[src/rtl/fetch_pkg.sv]
// Shared definitions for the instruction fetch controller.
//   ADDR_W        : instruction address width (memory depth 2**ADDR_W)
//   INST_W        : instruction word width
//   RESET_PC      : default pc loaded on reset
//   fetch_entry_t : one prefetch buffer entry, {instruction, address}
package fetch_pkg;

    localparam int ADDR_W = 12;
    localparam int INST_W = 19;

    localparam logic [ADDR_W-1:0] RESET_PC = '0;

    typedef struct packed {
        logic [INST_W-1:0] inst;
        logic [ADDR_W-1:0] pc;
    } fetch_entry_t;

endpackage

[src/rtl/fetch_buffer.sv]
// Prefetch buffer: DEPTH-entry synchronous FIFO of fetch_entry_t.
// Ports:
//   clk, rst_n : clock, asynchronous active-low reset
//   push_i     : write wr_data_i at the tail (caller guarantees space)
//   pop_i      : drop the head entry (caller guarantees non-empty)
//   flush_i    : discard all entries; overrides push_i and pop_i
//   wr_data_i  : entry to write on push
//   full_o     : count == DEPTH
//   empty_o    : count == 0
//   count_o    : number of valid entries
//   head_o     : head entry, forced to zero while empty
module fetch_buffer
    import fetch_pkg::*;
#(
    parameter  int DEPTH = 2,
    localparam int PTR_W = $clog2(DEPTH),
    localparam int CNT_W = PTR_W + 1
) (
    input  logic             clk,
    input  logic             rst_n,
    input  logic             push_i,
    input  logic             pop_i,
    input  logic             flush_i,
    input  fetch_entry_t     wr_data_i,
    output logic             full_o,
    output logic             empty_o,
    output logic [CNT_W-1:0] count_o,
    output fetch_entry_t     head_o
);

    logic [PTR_W-1:0] rd_ptr_q, rd_ptr_d;
    logic [PTR_W-1:0] wr_ptr_q, wr_ptr_d;
    logic [CNT_W-1:0] count_q, count_d;
    fetch_entry_t     mem_q [DEPTH];

    always_comb begin
        rd_ptr_d = rd_ptr_q;
        wr_ptr_d = wr_ptr_q;
        count_d  = count_q;
        if (flush_i) begin
            rd_ptr_d = '0;
            wr_ptr_d = '0;
            count_d  = '0;
        end else begin
            // DEPTH is a power of two, so the pointers wrap on overflow.
            if (push_i) wr_ptr_d = wr_ptr_q + 1'b1;
            if (pop_i)  rd_ptr_d = rd_ptr_q + 1'b1;
            case ({push_i, pop_i})
                2'b10:   count_d = count_q + 1'b1;
                2'b01:   count_d = count_q - 1'b1;
                default: count_d = count_q;
            endcase
        end
    end

    always_ff @(posedge clk or negedge rst_n) begin
        if (!rst_n) begin
            rd_ptr_q <= '0;
            wr_ptr_q <= '0;
            count_q  <= '0;
        end else begin
            rd_ptr_q <= rd_ptr_d;
            wr_ptr_q <= wr_ptr_d;
            count_q  <= count_d;
        end
    end

    // Storage needs no reset: the head is masked whenever the buffer is empty.
    always_ff @(posedge clk) begin
        if (push_i && !flush_i) mem_q[wr_ptr_q] <= wr_data_i;
    end

    assign full_o  = (count_q == CNT_W'(DEPTH));
    assign empty_o = (count_q == '0);
    assign count_o = count_q;
    assign head_o  = empty_o ? '0 : mem_q[rd_ptr_q];

endmodule

[src/rtl/inst_fetch_ctrl.sv]
// Instruction fetch controller: owns the pc, addresses the instruction
// memory, captures its combinational read data into a prefetch buffer and
// presents {instruction, pc} to decode over valid/ready.
// ADDR_W/INST_W must match fetch_pkg, which sizes the buffer entries.
// Ports:
//   clk, rst_n      : clock, asynchronous active-low reset
//   imem_addr       : memory address, always equal to pc
//   imem_data       : memory read data for imem_addr
//   redirect_valid  : one-cycle pulse, flush and restart at redirect_pc
//   redirect_pc     : redirect target
//   halt            : level, freezes pc and fetch while high
//   inst_valid      : head entry valid
//   inst_ready      : decode accepts the head this cycle
//   inst_data       : head instruction
//   inst_pc         : head instruction address
module inst_fetch_ctrl
    import fetch_pkg::*;
#(
    parameter int                ADDR_W   = fetch_pkg::ADDR_W,
    parameter int                INST_W   = fetch_pkg::INST_W,
    parameter logic [ADDR_W-1:0] RESET_PC = fetch_pkg::RESET_PC,
    parameter int                DEPTH    = 2
) (
    input  logic              clk,
    input  logic              rst_n,
    output logic [ADDR_W-1:0] imem_addr,
    input  logic [INST_W-1:0] imem_data,
    input  logic              redirect_valid,
    input  logic [ADDR_W-1:0] redirect_pc,
    input  logic              halt,
    output logic              inst_valid,
    input  logic              inst_ready,
    output logic [INST_W-1:0] inst_data,
    output logic [ADDR_W-1:0] inst_pc
);

    localparam int CNT_W = $clog2(DEPTH) + 1;

    logic [ADDR_W-1:0] pc_q, pc_d;
    logic              pop, space, push, fifo_pop;
    logic              fifo_full, fifo_empty;
    logic [CNT_W-1:0]  fifo_count;
    fetch_entry_t      wr_entry, head;

    assign pop   = !fifo_empty && inst_ready;
    // A pop frees a slot in the same cycle, so a full buffer can still stream.
    assign space = !fifo_full || pop;
    assign push  = !redirect_valid && !halt && space;
    // A redirect squashes the head even if decode is taking it.
    assign fifo_pop = pop && !redirect_valid;

    always_comb begin
        pc_d = pc_q;
        if (redirect_valid) begin
            pc_d = redirect_pc;
        end else if (push) begin
            pc_d = pc_q + 1'b1;
        end
    end

    always_ff @(posedge clk or negedge rst_n) begin
        if (!rst_n) begin
            pc_q <= RESET_PC;
        end else begin
            pc_q <= pc_d;
        end
    end

    assign wr_entry.inst = imem_data;
    assign wr_entry.pc   = pc_q;

    fetch_buffer #(
        .DEPTH (DEPTH)
    ) u_buffer (
        .clk       (clk),
        .rst_n     (rst_n),
        .push_i    (push),
        .pop_i     (fifo_pop),
        .flush_i   (redirect_valid),
        .wr_data_i (wr_entry),
        .full_o    (fifo_full),
        .empty_o   (fifo_empty),
        .count_o   (fifo_count),
        .head_o    (head)
    );

    assign imem_addr  = pc_q;
    assign inst_valid = (fifo_count != '0);
    assign inst_data  = head.inst;
    assign inst_pc    = head.pc;

endmodule

[config.mk]
export PLATFORM = sky130hd
export DESIGN_NAME = inst_fetch_ctrl
export DESIGN_NICKNAME = d
export VERILOG_FILES = /design/src/rtl/fetch_pkg.sv /design/src/rtl/fetch_buffer.sv /design/src/rtl/inst_fetch_ctrl.sv
export SDC_FILE = /design/constraint.sdc
export NUM_CORES = 1
export LEC_CHECK = 0
export BUFFER_PORTS_ARGS = -buffer_cell sky130_fd_sc_hd__clkbuf_2
export CORE_UTILIZATION = 44
export DETAILED_ROUTE_END_ITERATION = 10
export GPL_TIMING_DRIVEN = 1
export PLACE_DENSITY = 0.75
export SYNTH_ARGS = -nofsm -noshare
export SYNTH_HDL_FRONTEND = slang
export SYNTH_SLANG_ARGS = --single-unit
[constraint.sdc]
create_clock -name clk -period 6.6 [get_ports clk]
set_clock_uncertainty 0.2 [all_clocks]
set_input_delay 0.33 -clock clk [delete_from_list [all_inputs] [get_ports clk]]
set_output_delay 0.33 -clock clk [all_outputs]
set_load 0.02 [all_outputs]
; ---- Word-level counts from Yosys, hierarchy flattened
; Memories as Yosys holds them, arrays and structs flattened.
; Cells that the tools add are included.
[classes]
reduce_logical = 15
order_cmp = 0
n_shift = 0
add_sub_neg = 5
n_mux = 11
n_mul = 0
div = 0
eq_ne = 3
n_bitwise = 0
[ops]
columns = op, n
row1 = 2-to-1 mux 31 bit, 1
row2 = 2-to-1 mux 12 bit, 2
row3 = adder 12 x 1 -> 12 bit (second input constant), 1
row4 = 2-to-1 mux 1 bit, 6
row5 = nonzero test 2 bit, 3
row6 = logical AND 1 bit, 5
row7 = == test 2 bit (second input constant), 2
row8 = zero test 1 bit, 4
row9 = one-hot mux 2 bit (2 select lines), 1
row10 = nonzero test 3 bit, 1
row11 = adder 1 bit (second input constant), 2
row12 = adder 2 x 1 -> 2 bit (second input constant), 1
row13 = == test 2 x 1 -> 1 bit (second input constant), 1
row14 = zero test 2 bit, 1
row15 = 2-to-1 mux 2 bit, 1
row16 = subtractor 2 x 1 -> 2 bit (second input constant), 1
row17 = logical OR 1 bit, 1
[totals]
register_bits = 16
rom_bits = 0
mem_bits_rw = 62
latchBits = 0
memories = 1
[mem_list]
columns = name, words, width, read_ports, rd_ports_with_merged_regs, write_ports, line_no
row1 = u_buffer.mem_q, 2, 31, 1, 0, 1, fetch_buffer.sv:34  ; fetch_entry_t mem_q [DEPTH];

; ---- Logic depth before layout (Yosys ltp)
; Gate-level depths: netlist of run 1.
[depth]
depth_word = 8
mapped_depth = 5
mapped_depth_nobuf = 5

; ---- Modules after synthesis
; From an unflattened synthesis of run 1, not the netlist that was laid out.
[unflattened]
hier_cells = 235
hier_area_um2 = 3334.4
[by_module_without_submodules]
columns = mod, area_per_inst_um2, instances, seq_area_each_um2, cells_each
row1 = fetch_buffer, 2558.7, 1, 1961.9, 151
row2 = inst_fetch_ctrl, 775.7, 1, 300.3, 84

; ---- Worst setup path after synthesis of run 1
; OpenSTA, ideal clock, no wires.
[synth_timing]
path_kind = reg-to-reg
startpoint = register u_buffer.count_q[1], in the netlist u_buffer.count_o[1]
endpoint = memory u_buffer.mem_q[1][0] (netlist name) (enable)
setup_slack_ns = 1.898
t_required_ns = 5.892
n_path_buf = 1
period_less_slack_ns = 4.702
stages_incl_launch_ff = 4
arrival_time_ns = 3.994
path_cell_list = dfrtp_1 -> nor3b_1 -> buf_2 -> nor4b_1
[synth_via]
elab_chain_cells = 8
[synth_rtl]
columns = item, line_no
row1 = "start, declared", fetch_buffer.sv:33  ; logic [CNT_W-1:0] count_q, count_d;
row2 = "start signal, assigned", fetch_buffer.sv:64  ; count_q <= count_d;
row3 = zero test 2 bit, fetch_buffer.sv:74  ; assign empty_o = (count_q == '0);
row4 = zero test 1 bit, inst_fetch_ctrl.sv:45  ; assign pop = !fifo_empty && inst_ready;
row5 = logical AND 1 bit, inst_fetch_ctrl.sv:45
row6 = logical OR 1 bit (*), inst_fetch_ctrl.sv:47  ; assign space = !fifo_full || pop;
row7 = logical AND 1 bit (*), inst_fetch_ctrl.sv:48  ; assign push = !redirect_valid && !halt && space;
row8 = logical AND 1 bit (*), fetch_buffer.sv:70  ; if (push_i && !flush_i) mem_q[wr_ptr_q] <= wr_data_i;
row9 = 2-to-1 mux 1 bit (*), fetch_buffer.sv:70
row10 = 2-to-1 mux 1 bit (implied by the code) (*), fetch_buffer.sv:70
row11 = "end, declared", fetch_buffer.sv:34
; Every way passes the cells marked *; elsewhere a longest branch is shown, timed or not.

; ---- Worst setup path after layout of run 1
[layout_timing]
startpoint = register u_buffer.rd_ptr_q
endpoint = output inst_data[16]
[layout_via]
elab_chain_cells = 2
[layout_rtl]
columns = item, line_no
row1 = "start, declared", fetch_buffer.sv:31  ; logic [PTR_W-1:0] rd_ptr_q, rd_ptr_d;
row2 = "start signal, assigned", fetch_buffer.sv:62  ; rd_ptr_q <= rd_ptr_d;
row3 = memory (2 x 31 bit), --
row4 = 2-to-1 mux 31 bit, fetch_buffer.sv:76  ; assign head_o = empty_o ? '0 : mem_q[rd_ptr_q];
row5 = "end, declared", inst_fetch_ctrl.sv:33  ; output logic [INST_W-1:0] inst_data,
; No other way between the ends.

==> results by stage, run 1 <==
Run status:
- The run finished with clean final reports.

Placed design:
- The placer congestion estimate is 0.785.
- The half-perimeter wire length after placement is 4030 µm.
- The number of placed instances, taps included, is 399.
- In this run the tool buffered the top-level ports with 79 buffer cells.
- The worst setup slack after placement is 4.55 ns.

Final layout:
- The number of nets in the final layout is 378.
- The multi-input combinational cells in the finished layout cover a total of 908 µm².
- The share of the core filled with cells in the final layout is 60.5%.
- The count of filler cells inserted in the layout is 554.
- The sequential cells in the finished layout cover a total of 2260 µm².
- In the final layout, the share of cells above drive strength 1 is 29.8%.
- The count of antenna diodes in the layout is 0.
- The synthesis-to-layout area growth is 30.4%.
- For this run, the number of standard cells in the final layout without fillers is 442.

Clocking:
- The number of buffers on the longest clock path is 2.
- The number of hold buffers added after cts is 27.
- Gates resized during post-CTS repair numbered 0.
- The clock insertion delay at the later pin of the skew report is 0.35 ns.
- The number of clock sinks is 78.
- Clock-pin slew was measured on the worst setup and hold paths at 0.08 ns.
- Clock tree synthesis inserted a total of 9 buffers.
- The H-tree was split into 3 levels.
- The tree is rooted in a clkbuf_8.
- The clock tree from TritonCTS is yes.
- The number of buffers inserted to repair setup after CTS is 0.

Min path:
- The class of the most critical hold timing path is in -> reg.

Synthesis:
- The post-synthesis instance total is 232.
- The number of nets in the synthesized netlist is 269.
- The number of distinct standard cells referenced by the synthesized netlist is 27.
- The total of flip-flops plus latches after synthesis is 78.
- The average cell area after synthesis is 13.9 µm².
- The dominant register cell in the synthesized netlist is edfxtp_1.
- The fraction of registers with async set or reset after synthesis is 20.5%.
- The combined area of all synthesized cells is 3220 µm².
- The post-synthesis sequential area ratio is 70.2%.
- The total of warnings raised by yosys is 0.
- In this run, synthesis inferred 62 flip-flops with an integrated enable.

Timing:
- The number of slew-limit violations in the final report is 0.
- The count of endpoints failing hold in the final timing report was 0.
- The maximum clock frequency is 413 MHz.
- The smallest clock period supported by the final layout is computed as 2.42 ns.
- Setup slack closes at 4.18 ns.
- On the final layout, the worst hold slack is 0.00947 ns.
- Setup repair after global routing left no endpoint under its margin.
- The sum of negative setup slack is 0 ns.
- The headroom to the max-slew limit is 38.6%.
- The number of setup violations in the final report is 0.
- For the pin with the worst max-slew slack, the measured transition is 0.921 ns.
- In the finished design, the share of the clock period the worst path needs comes to 36.7%.

Worst setup path:
- Along the worst path, the maximum fanout reaches 32.
- STA classifies the critical path endpoint as a primary output.
- STA puts the critical path data arrival time at 1.89 ns.
- For this run, the slowest stage of the critical path takes 0.98 ns.
- Walking the worst path, the cells encountered are mux2i_1, nor2_1, clkbuf_2.
- The number of buffers and inverters on the critical path is 1.
- The worst setup path is launched from a flip-flop.
- The critical path required time is 6.07 ns.
- The category of cells accounting for the largest share of critical-path delay is flip-flops.
- The start-to-end type of the worst setup path is reg -> out.
- The largest individual stage delay along the critical path comes from the cell dfrtp_2.

Detailed routing:
- The remaining antenna violation count is 0.
- The violation count after the first detailed-route iteration is 98.
- The pre-antenna-repair detailed-routing pass consisted of 4 iterations.
- The routed layout has 2186 vias.
- The post-detailed-routing wire length is 6460 µm.
- Using the TritonRoute via totals, the vias-per-cell ratio works out to 4.95.
- For this run, design rule violations remaining after detail routing come to 0.
- The detailed-route wire length per cell is 14.6 µm.

Job:
- The count of max-cap constraint violations is 0.

Power:
- The worst supply voltage drop on vdd is 111 µV.
- Summed over all cells, the static leakage comes to 0.00160 µW.
- The cell area power density is 259 nW/µm².

Floorplan:
- Row generation in the floorplan step produced 30 rows.
- The floorplan step set the die width to 87.6 µm.
- The die covers 7670 µm².
- The total area inside the core boundary comes to 6940 µm².
- The die is 87.6 µm tall.
- 80 I/O pins were placed.
- Once the floorplan was initialized, standard cells occupied 46.4% of the core.

Global routing:
- The number of antenna violations at the first check in global routing is 0.
- The first global-routing pass estimated 9580 µm of wire.
- After global routing the overflow that remains totals 0.
- Entering global routing, the biggest net connects 33 pins.
- The via count of the first global-routing pass was 2060.
- The global-route total usage across every layer is 17.2%.
==> report_power, final <==
group | internal, µW | switching (µW) | total [µW]
Combinational | 62.0 | 81.8 | 144
Sequential | 561 | 29.1 | 590
Clock | 177 | 178 | 355
==> synth_stat cells (2+ instances only) <==
library cell / number / share of area (%)
edfxtp_1: 62 / 58
nor2_1: 36 / 4.2
mux2i_1: 32 / 9.9
dfrtp_1: 16 / 12
o21ai_0: 14 / 2.2
nand2_1: 13 / 1.5
xnor2_1: 11 / 3.0
clkbuf_1: 8 / 0.93
nor4_1: 7 / 1.4
buf_2: 4 / 0.62
inv_1: 4 / 0.47
nor3b_1: 3 / 0.70
a21oi_1: 2 / 0.31
a31oi_1: 2 / 0.39
nand3_1: 2 / 0.31
nand4_1: 2 / 0.39
nor3_1: 2 / 0.31
nor4b_1: 2 / 0.54
o31a_1: 2 / 0.54
==> final timing paths <==
kind | depth (start not counted) | from | endpoint | slack (ns)
max | 3 | u_buffer.rd_ptr_q$_DFFE_PN0P_ | inst_data[16] | 4.18
min | 3 | redirect_pc[8] | imem_addr[8]$_DFFE_PN0P_ | 0.009
max reg2reg | 5 | u_buffer.count_o[1]$_DFFE_PN0P_ | imem_addr[11]$_DFFE_PN0P_ | 4.58
min reg2reg | 0 | imem_addr[11]$_DFFE_PN0P_ | u_buffer.mem_q[1][11]$_DFFE_PP_ | 0.36
max in group asynchronous | 2 | rst_n | u_buffer.rd_ptr_q$_DFFE_PN0P_ | 5.62
min in group asynchronous | 2 | rst_n | imem_addr[4]$_DFFE_PN0P_ | 0.25
==> tightest hold or removal path: cells and delay by family <==
family / cells / cell delay [ns]
buffers and inverters: 1 / 0.08
AND/OR/NAND/NOR: 1 / 0.04
AO/OA/AOI/OAI: 1 / 0.07
==> registers in the layout, indices dropped and copies added, names as in the netlist <==
name / flops
u_buffer.rd_ptr_q: 1
u_buffer.wr_ptr_q: 1
u_buffer.count_o: 2
u_buffer.mem_q: 62
imem_addr: 12
==> placed cells by master (no fill, tap or decap), drive strengths merged, types with 2 or more instances in the layout <==
cell and instances:
dfrtp 16, mux2i 32, dlygate4sd3 27, clkinvlp 3, o31a 2, edfxtp 62
nor3 2, nor3b 3, clkbuf 89, nand2 13, inv 6, nor2 36
xnor2 11, nor4 7, a21oi 2, o21ai 14, buf 4, nand3 3
nor4b 2, nand4 2, a31oi 2
==> layer usage <==
metal	track usage, %	vias up	wire length, µm
li1	-	1060	-
met1	22.8	1021	2890
met2	26.9	93	3120
met3	4.34	12	353
met4	7.90	0	101
met5	0	-	0
==> per-stage QoR <==
step | instance area (µm²) | total power, µW
2_1_floorplan | 3220 | 679
6_report | 4200 | 1090
5_1_grt | 4200 | 1130
3_3_place_gp | 3730 | 729
4_1_cts | 4200 | 1100
3_5_place_dp | 3730 | 734
==> kinds of logic after synthesis <==
kind of cell / synth area share [%]
buffers and inverters: 2.02
AO/OA/AOI/OAI: 3.42
flip-flops: 70.2
adder cells (fa/ha/maj): 0.388
XOR/XNOR: 3.26
multiplexers: 9.95
AND/OR/NAND/NOR: 10.7
==> area by class of cell <==
type	count	share of cell area, %
clock buffer	10	3.04
tap	96	2.86
multi-input combinational	138	21.6
inverter	4	0.357
clock inverter	6	1.67
sequential	78	53.9
timing repair buffer	110	16.6
(Power assumes the default switching activity.)
==> run 2: changes to the inputs <==
ABC_AREA = 1   (was default)
clock period = 2.5 ns   (was 6.6 ns; I/O delays follow)
==> run 2 against run 1 <==
Effect of this change: clock power rose to 3.2 times the previous value; cell count rose by 23%; synthesized cell count rose by 38%; global-route usage rose by 3.0 points; via count rose by 20%; synthesized area rose by 4.7%; die area rose by 4.6%; power rose to 3.0 times the previous value; worst hold slack improved by 0.013 ns.
==> results by stage, run 2 <==
Worst setup path:
- The endpoint of the worst-slack reg-to-reg timing path is u_buffer.mem_q[0][28]$_DFFE_PP_.
- The setup path with the least slack is of type reg -> out.
- The largest fanout on the critical path is 16 (-50%).
- The startpoint class of the critical path is a flip-flop.
- The most critical setup path has its startpoint at u_buffer.count_o[1]$_DFFE_PN0P_.
- The cell that appears most often on the critical path is inv_1.
- The critical path required time is 2.17 ns (-3.90 ns).
- The critical register-to-register path startpoint is u_buffer.count_o[0]$_DFFE_PN0P_.
- The length in cells of the worst reg-to-reg path is 7 (+2).
- The internal reg-to-reg setup slack came to 0.60 ns (-3.98 ns).
- The logic depth of the worst setup path including buffers is 6 (+3).
- The category of cells accounting for the largest share of critical-path delay is buffers and inverters.
- The arrival time at the worst endpoint is 1.82 ns (-0.07 ns).
- On the critical path, the stage with the largest delay is an instance of dfrtp_1.
- The capturing element type of the critical path is a primary output.
- The worst setup path endpoint is inst_data[5].
- The count of buffer and inverter cells on the critical path was 4 (+3).
- The largest incremental delay on the critical path is 0.42 ns (-0.56 ns).
- The critical path goes through inv_1, nand2_2, inv_1, buf_4, a21oi_1, clkbuf_2.

Min path:
- The path class of the tightest hold or removal check is in -> reg.
- The startpoint identified for the worst hold timing path is halt.

Timing:
- The headroom to the max-slew limit is 66.6% (+28 points).
- The transition time at the pin with the least slew margin is 0.501 ns (-0.420 ns).
- The number of slew-limit violations in the final report was 0 (unchanged).
- The count of endpoints failing hold in the final timing report is 0 (unchanged).
- The sum of negative setup slack is 0 ns (unchanged).
- Setup repair after global routing left no endpoint under its margin.
- Dividing the final minimum period by the clock period gives 85.7%.
- The clock period could shrink to 2.14 ns.
- The number of setup violations in the final report came to 0 (unchanged).
- Based on the critical path, the design can be clocked at up to 467 MHz.

Clocking:
- The number of clock sinks is 78 (unchanged).
- The number of buffers on the longest clock path is 2 (unchanged).
- The clock insertion delay at the later pin of the skew report is 0.34 ns (about the same).
- The clock tree from TritonCTS is yes.
- The root buffer cell is clkbuf_8.
- The number of buffers inserted to repair setup after CTS was 0 (unchanged).
- The clock-pin slew on the worst setup and hold paths is 0.07 ns (about the same).
- The number of levels in the clock H-tree is 3 (unchanged).
- The total clock buffers created by CTS came to 9 (unchanged).

Synthesis:
- The number of distinct standard cells referenced by the synthesized netlist is 30 (+11%).
- The number of synthesized flops with an enable pin is 62 (unchanged).
- The commonest cells after synthesis are nand2_1 (111), edfxtp_1 (62), a21oi_1 (32), inv_1 (21), nand3_1 (18).
- The dominant register cell in the synthesized netlist is edfxtp_1.
- After synthesis, the cell types taking the most area are edfxtp_1 (55%), nand2_1 (12%), dfrtp_1 (12%), a21oi_1 (4.8%), nand3_1 (2.7%).
- The most common cell in the synthesized netlist is nand2_1.
- The combined area of all synthesized cells came to 3370 µm² (+4.7%).
- The post-synthesis sequential area ratio was 67.1% (-3.1 points).
- The fraction of registers with async set or reset after synthesis is 20.5% (unchanged).
- The average cell area after synthesis is 10.6 µm² (-24%).
- The post-synth net total is 356 (+32%).
- The total of flip-flops plus latches after synthesis is 78 (unchanged).
- The cell type with the largest total area after synthesis is edfxtp_1.
- The total of warnings raised by yosys is 0 (unchanged).
- The post-synthesis instance total is 319 (+38%).
- The area fraction of the dominant cell type after synthesis is 55.2% (-2.6 points).

Final layout:
- Leaving out fill and tap cells, the most frequent cell in the layout is nand2_1.
- The share of cells above drive strength 1 came to 26.7% (-3.0 points).
- The share of the core filled with cells in the final layout was 61.2% (+0.70 points).
- The flip-flop count of the largest register, all copies and words added came to 62 (unchanged).
- In the layout the commonest cells are nand2_1 (111), clkbuf_2 (79), edfxtp_1 (62), dlygate4sd3_1 (33), a21oi_1 (32).
- The top register by number of flip-flops is u_buffer.mem_q.
- The synthesis-to-layout area growth is 33.1%.
- The number of nets in the final layout was 477 (+26%).
- The count of antenna diodes in the layout came to 0 (unchanged).

Detailed routing:
- The DRC violation count after routing is 0 (unchanged).
- The violation count after the first detailed-route iteration is 208 (+110%).
- The number of iterations in the first detailed-routing pass is 4 (unchanged).
- The total number of vias came to 2624 (+20%).
- The detailed-route wire length per cell is 13.6 µm (-7.3%).
- The detailed-route vias per instance is 4.82 (-2.5%).
- The remaining antenna violation count is 0 (unchanged).
- The post-detailed-routing wire length was 7370 µm (+14%).

Floorplan:
- The horizontal extent of the die is 89.5 µm (+2.3%).
- The core area is 7330 µm² (+5.6%).
- The floorplan row count is 31 (+3.3%).
- The count of pins on the block boundary came to 80 (unchanged).
- The die span in y is 89.5 µm (+2.3%).
- The area of the die is 8010 µm² (+4.6%).
- The initial cell density of the core was 46.0% (-0.40 points).

Power:
- The worst supply voltage drop on vdd is 352 µV (+220%).
- The leakage power summed over all cells is 0.00195 µW (+22%).
- The cell area power density is 718 nW/µm² (+180%).

Global routing:
- The overall overflow remaining after global route is 0 (unchanged).
- The via count of the first global-routing pass came to 2689 (+31%).
- The number of antenna violations at the first check in global routing is 0 (unchanged).
- The pin count of the biggest net entering global routing was 32 (-3.0%).
- The first-pass GRT wire length is 12000 µm (+25%).
- The global-route total usage across every layer is 20.2% (+3.0 points).

Job:
- The count of max-cap constraint violations is 0 (unchanged).

Placed design:
- The half-perimeter wire length after placement was 4830 µm (+20%).
- The quantity of I/O buffers inserted on ports is 79 (unchanged).
- The placer congestion estimate was 0.861 (+9.7%).

Run status:
- The flow ran to the end, and the final reports show no timing, DRC or antenna violations.
==> run 2: cell count changes in the layout (fill, tap and decap cells not counted), sizes merged, moves of 11 or more <==
| cell | previous run | this run |
|---|---|---|
| nor2 | 36 | 12 |
| nand2 | 13 | 115 |
| a21oi | 2 | 33 |
| nand3 | 3 | 19 |
| inv | 6 | 27 |
| mux2i | 32 | 0 |
| xnor2 | 11 | 0 |
==> run 2: power breakdown <==
part	switching, µW	internal (µW)	leakage, µW
logic	344	189	0.00107
registers	68.7	1490	0.000767
clock network	459	668	0.000120
total	872	2350	0.00195
==> run 2: timing repair <==
item                                   4_1_cts  5_1_grt
endpoints found under the hold margin       67        0
hold buffers                                33        0
setup endpoints to repair                    0        0
gates resized for setup                      0        0
==> run 2: routing by layer <==
metal / GRT usage (%) / wire length (µm) / vias up
met5: 0 / 0 / -
met4: 9.38 / 155 / 0
met3: 4.25 / 397 / 15
met2: 36.8 / 3780 / 115
met1: 22.7 / 3040 / 1176
li1: - / - / 1318
==> run 2: cell families (layout without fill, tap and decap cells) <==
| kind of cell | Yosys count | count (layout) | share of synthesized area [%] |
|---|---|---|---|
| buffers and inverters | 36 | 162 | 4.45 |
| AND/OR/NAND/NOR | 155 | 155 | 20.2 |
| XOR/XNOR | 2 | 2 | 0.520 |
| adder cells (fa/ha/maj) | 1 | 1 | 0.371 |
| AO/OA/AOI/OAI | 47 | 47 | 7.39 |
| flip-flops | 78 | 78 | 67.1 |
==> run 2: stage by stage <==
step	setup WS [ns]	cells	power [µW]	hold slack, ns	cell area [µm²]
finish	0.357	544	3220	0.0224	4490
global route	0.204	544	3360	0.0271	4490
CTS	0.321	544	3240	0.0105	4490
detailed placement	0.595	495	2080	-0.122	3910
global placement	0.647	495	2060	-0.126	3910
floorplan	0.446	319	1890	-0.371	3370
==> run 2: worst min-delay path, delay by kind of cell <==
| kind | cells | cell delay, ns |
|---|---|---|
| buffers and inverters | 1 | 0.11 |
| AND/OR/NAND/NOR | 3 | 0.28 |
==> run 2: worst min path at each step <==
stage / end / depth (start not counted)
floorplan: imem_addr[0]$_DFFE_PN0P_ / 0
global placement: imem_addr[10]$_DFFE_PN0P_ / 1
detailed placement: imem_addr[8]$_DFFE_PN0P_ / 1
CTS: imem_addr[0]$_DFFE_PN0P_ / 4
global route: imem_addr[0]$_DFFE_PN0P_ / 4
finish: u_buffer.count_o[0]$_DFFE_PN0P_ / 4
==> run 2: layout make-up <==
type	count	area, µm²
Fill cell	572	2850
Tap cell	99	124
Clock buffer	9	124
Timing Repair Buffer	121	793
Clock inverter	7	120
Inverter	25	96.3
Multi-Input combinational cell	205	966
Sequential cell	78	2260
==> run 3: changes to the inputs <==
ABC_AREA = 0   (was 1)
CORE_MARGIN = 5   (was default)
clock period = 2.1 ns   (was 2.5 ns; I/O delays follow)
==> run 3 against run 2 <==
Effect of this change: clock power is 9.7% lower; routed wire length shrank 12%; sequential share of layout area increased by 1.8 points; register-to-register slack worse by 0.40 ns; first-iteration DRC count shrank 56%; combinational power fell by 3.8%; via count down 16%; highest routed layer unchanged.
==> results by stage, run 3 (synthesized netlist as in run 1, its figures left out) <==
Run status:
- The flow ran to the end, and the final reports show no timing, DRC or antenna violations.

Clocking:
- The count of instances resized after the clock tree is built is 0 (unchanged).
- The root buffer cell is clkbuf_8.
- The number of buffers on the longest clock path is 2 (unchanged).
- The number of clock sinks was 78 (unchanged).
- The total clock buffers created by CTS is 9 (unchanged).
- TritonCTS built the clock tree.
- The number of buffers inserted to repair setup after CTS is 0 (unchanged).
- The number of levels in the clock H-tree is 3 (unchanged).
- The clock-pin slew on the worst setup and hold paths is 0.07 ns (about the same).
- The number of hold buffers added after cts is 34 (+3.0%).
- The clock insertion delay at the later pin of the skew report is 0.33 ns (about the same).

Worst setup path:
- The arrival time at the worst endpoint is 1.92 ns (+0.10 ns).
- The largest fanout on the critical path is 13 (-3).
- STA classifies the critical path endpoint as a flip-flop.
- The startpoint class of the critical path is a flip-flop.
- The critical path required time came to 2.12 ns (-0.05 ns).
- The start-to-end type of the worst setup path is reg -> reg.

Final layout:
- Leaving out fill and tap cells, the most frequent cells in the layout are clkbuf_2 (79), edfxtp_1 (62), nor2_1 (35), dlygate4sd3_1 (34), mux2i_1 (32).
- u_buffer.mem_q holds more flip-flops than any other register.
- The number of nets in the final layout was 388 (-19%).
- The area of all placed cells without fillers is 4330 µm² (-3.4%).
- The share of cells above drive strength 1 is 29.6% (+2.8 points).
- The most common cell after layout, fill and taps aside is clkbuf_2.
- The flip-flop count of the largest register, all copies and words added came to 62 (unchanged).
- The count of antenna diodes in the layout is 0 (unchanged).
- The count of filler cells inserted in the layout is 561 (-1.9%).
- The synthesis-to-layout area growth is 34.5%.

Floorplan:
- The core area came to 7180 µm² (-2.1%).
- The floorplan row count is 31 (unchanged).
- The die span in y is 95.6 µm (+6.7%).
- The horizontal extent of the die is 95.6 µm (+6.7%).
- The area of the die came to 9130 µm² (+14%).
- The initial cell density of the core was 44.9% (-1.1 points).
- The count of pins on the block boundary came to 80 (unchanged).

Power:
- The cell area power density is 775 nW/µm² (+7.9%).
- The leakage power summed over all cells is 0.00166 µW (-15%).
- The worst supply voltage drop on vdd came to 331 µV (-5.9%).

Detailed routing:
- The met1 wire length was 2850 µm (-6.4%).
- The wire length on met3 is 444 µm (+12%).
- The detailed-route wire length per cell is 14.2 µm (+5.0%).
- The detailed-route vias per instance came to 4.83 (+0.23%).
- The highest layer used for signal routing is met4.
- The post-detailed-routing wire length came to 6460 µm (-12%).
- The wire length on met2 is 3100 µm (-18%).
- The DRC violation count after routing is 0 (unchanged).
- The total number of vias is 2195 (-16%).
- The violation count after the first detailed-route iteration was 92 (-56%).
- The number of iterations in the first detailed-routing pass is 4 (unchanged).
- The remaining antenna violation count came to 0 (unchanged).

Global routing:
- The global-route total usage across every layer is 15.0% (-5.3 points).
- The number of antenna violations at the first check in global routing is 0 (unchanged).
- The via count of the first global-routing pass was 2112 (-21%).
- The pin count of the biggest net entering global routing is 33 (+3.1%).
- The first-pass GRT wire length came to 10300 µm (-14%).
- The overall overflow remaining after global route is 0 (unchanged).

Timing:
- The headroom to the max-slew limit is 59.1% (-7.4 points).
- The transition time at the pin with the least slew margin was 0.612 ns (+0.112 ns).
- The final period utilization is 90.3%.
- Setup repair after global routing left no endpoint under its margin.
- The number of slew-limit violations in the final report is 0 (unchanged).
- The final hold slack was 0.0331 ns (+0.0107 ns).
- The number of setup violations in the final report is 0 (unchanged).
- The time the worst path needs with I/O delays and setup is 1.90 ns.
- The maximum clock frequency is 527 MHz.
- The count of endpoints failing hold in the final timing report is 0 (unchanged).

Placed design:
- The placer congestion estimate is 0.755 (-12%).
- The placed cell area is 3810 µm² (-2.5%).
- The quantity of I/O buffers inserted on ports was 79 (unchanged).
- The half-perimeter wire length after placement came to 4200 µm (-13%).

Job:
- The count of max-cap constraint violations came to 0 (unchanged).

Min path:
- The class of the most critical hold timing path is in -> async.
-- run 3: changes by cell type in the layout (fill, tap and decap cells not counted), moves of 16 or more --
| cell | previous run | this run |
|---|---|---|
| inv_1 | 21 | 4 |
| a21oi_1 | 32 | 2 |
| nand2_1 | 111 | 13 |
| mux2i_1 | 0 | 32 |
| nand3_1 | 18 | 2 |
| nor2_1 | 9 | 35 |
-- run 3: metrics by stage --
stage	util, %	TNS, ns	setup slack (ns)	total power, µW	std cells
4_1_cts	60.4	0	0.210	3400	454
2_1_floorplan	-	-18.56	-0.301	2140	232
3_3_place_gp	53.1	0	0.253	2320	405
6_report	60.4	0	0.204	3360	454
5_1_grt	60.4	0	0.0738	3510	454
3_5_place_dp	53.1	0	0.221	2330	405
-- run 3: report_power, final --
group / switching, µW / internal, µW / total [µW]
combinational: 293 / 220 / 513
sequential: 62.5 / 1770 / 1830
clock: 483 / 534 / 1020
-- run 3: worst paths after layout --
path / from / depth (start not counted) / slack (ns) / endpoint
worst max register to register: u_buffer.count_o[1]$_DFFE_PN0P_ / 4 / 0.20 / imem_addr[11]$_DFFE_PN0P_
worst min register to register: imem_addr[10]$_DFFE_PN0P_ / 0 / 0.36 / u_buffer.mem_q[0][10]$_DFFE_PP_
worst max-delay path: u_buffer.count_o[1]$_DFFE_PN0P_ / 4 / 0.20 / imem_addr[11]$_DFFE_PN0P_
max in group asynchronous: rst_n / 2 / 1.35 / u_buffer.rd_ptr_q$_DFFE_PN0P_
min in group clk: halt / 5 / 0.05 / imem_addr[9]$_DFFE_PN0P_
worst min-delay path: rst_n / 2 / 0.03 / imem_addr[8]$_DFFE_PN0P_
-- run 3: area by class of cell --
class	count	area [µm²]	area share [%]
well taps	99	124	2.86
clock buffers	10	128	2.95
inverters	4	15.0	0.347
flip-flops and latches	78	2260	52.3
repair buffers	120	813	18.8
multi-input cells	138	937	21.6
clock inverters	5	51.3	1.18
-- run 3: per-layer routing --
layer,up-vias,global-route usage (%)
met4,0,6.04
met5,-,0
met1,1036,19.5
met2,68,23.6
li1,1085,-
met3,6,4.26
-- run 3: critical path, cell delays in order, from the launching register on --
cell and delay (ns):
dfrtp_1 0.43, nor3b_4 0.23, or3_1 0.41, o31a_1 0.24, o31a_1 0.27
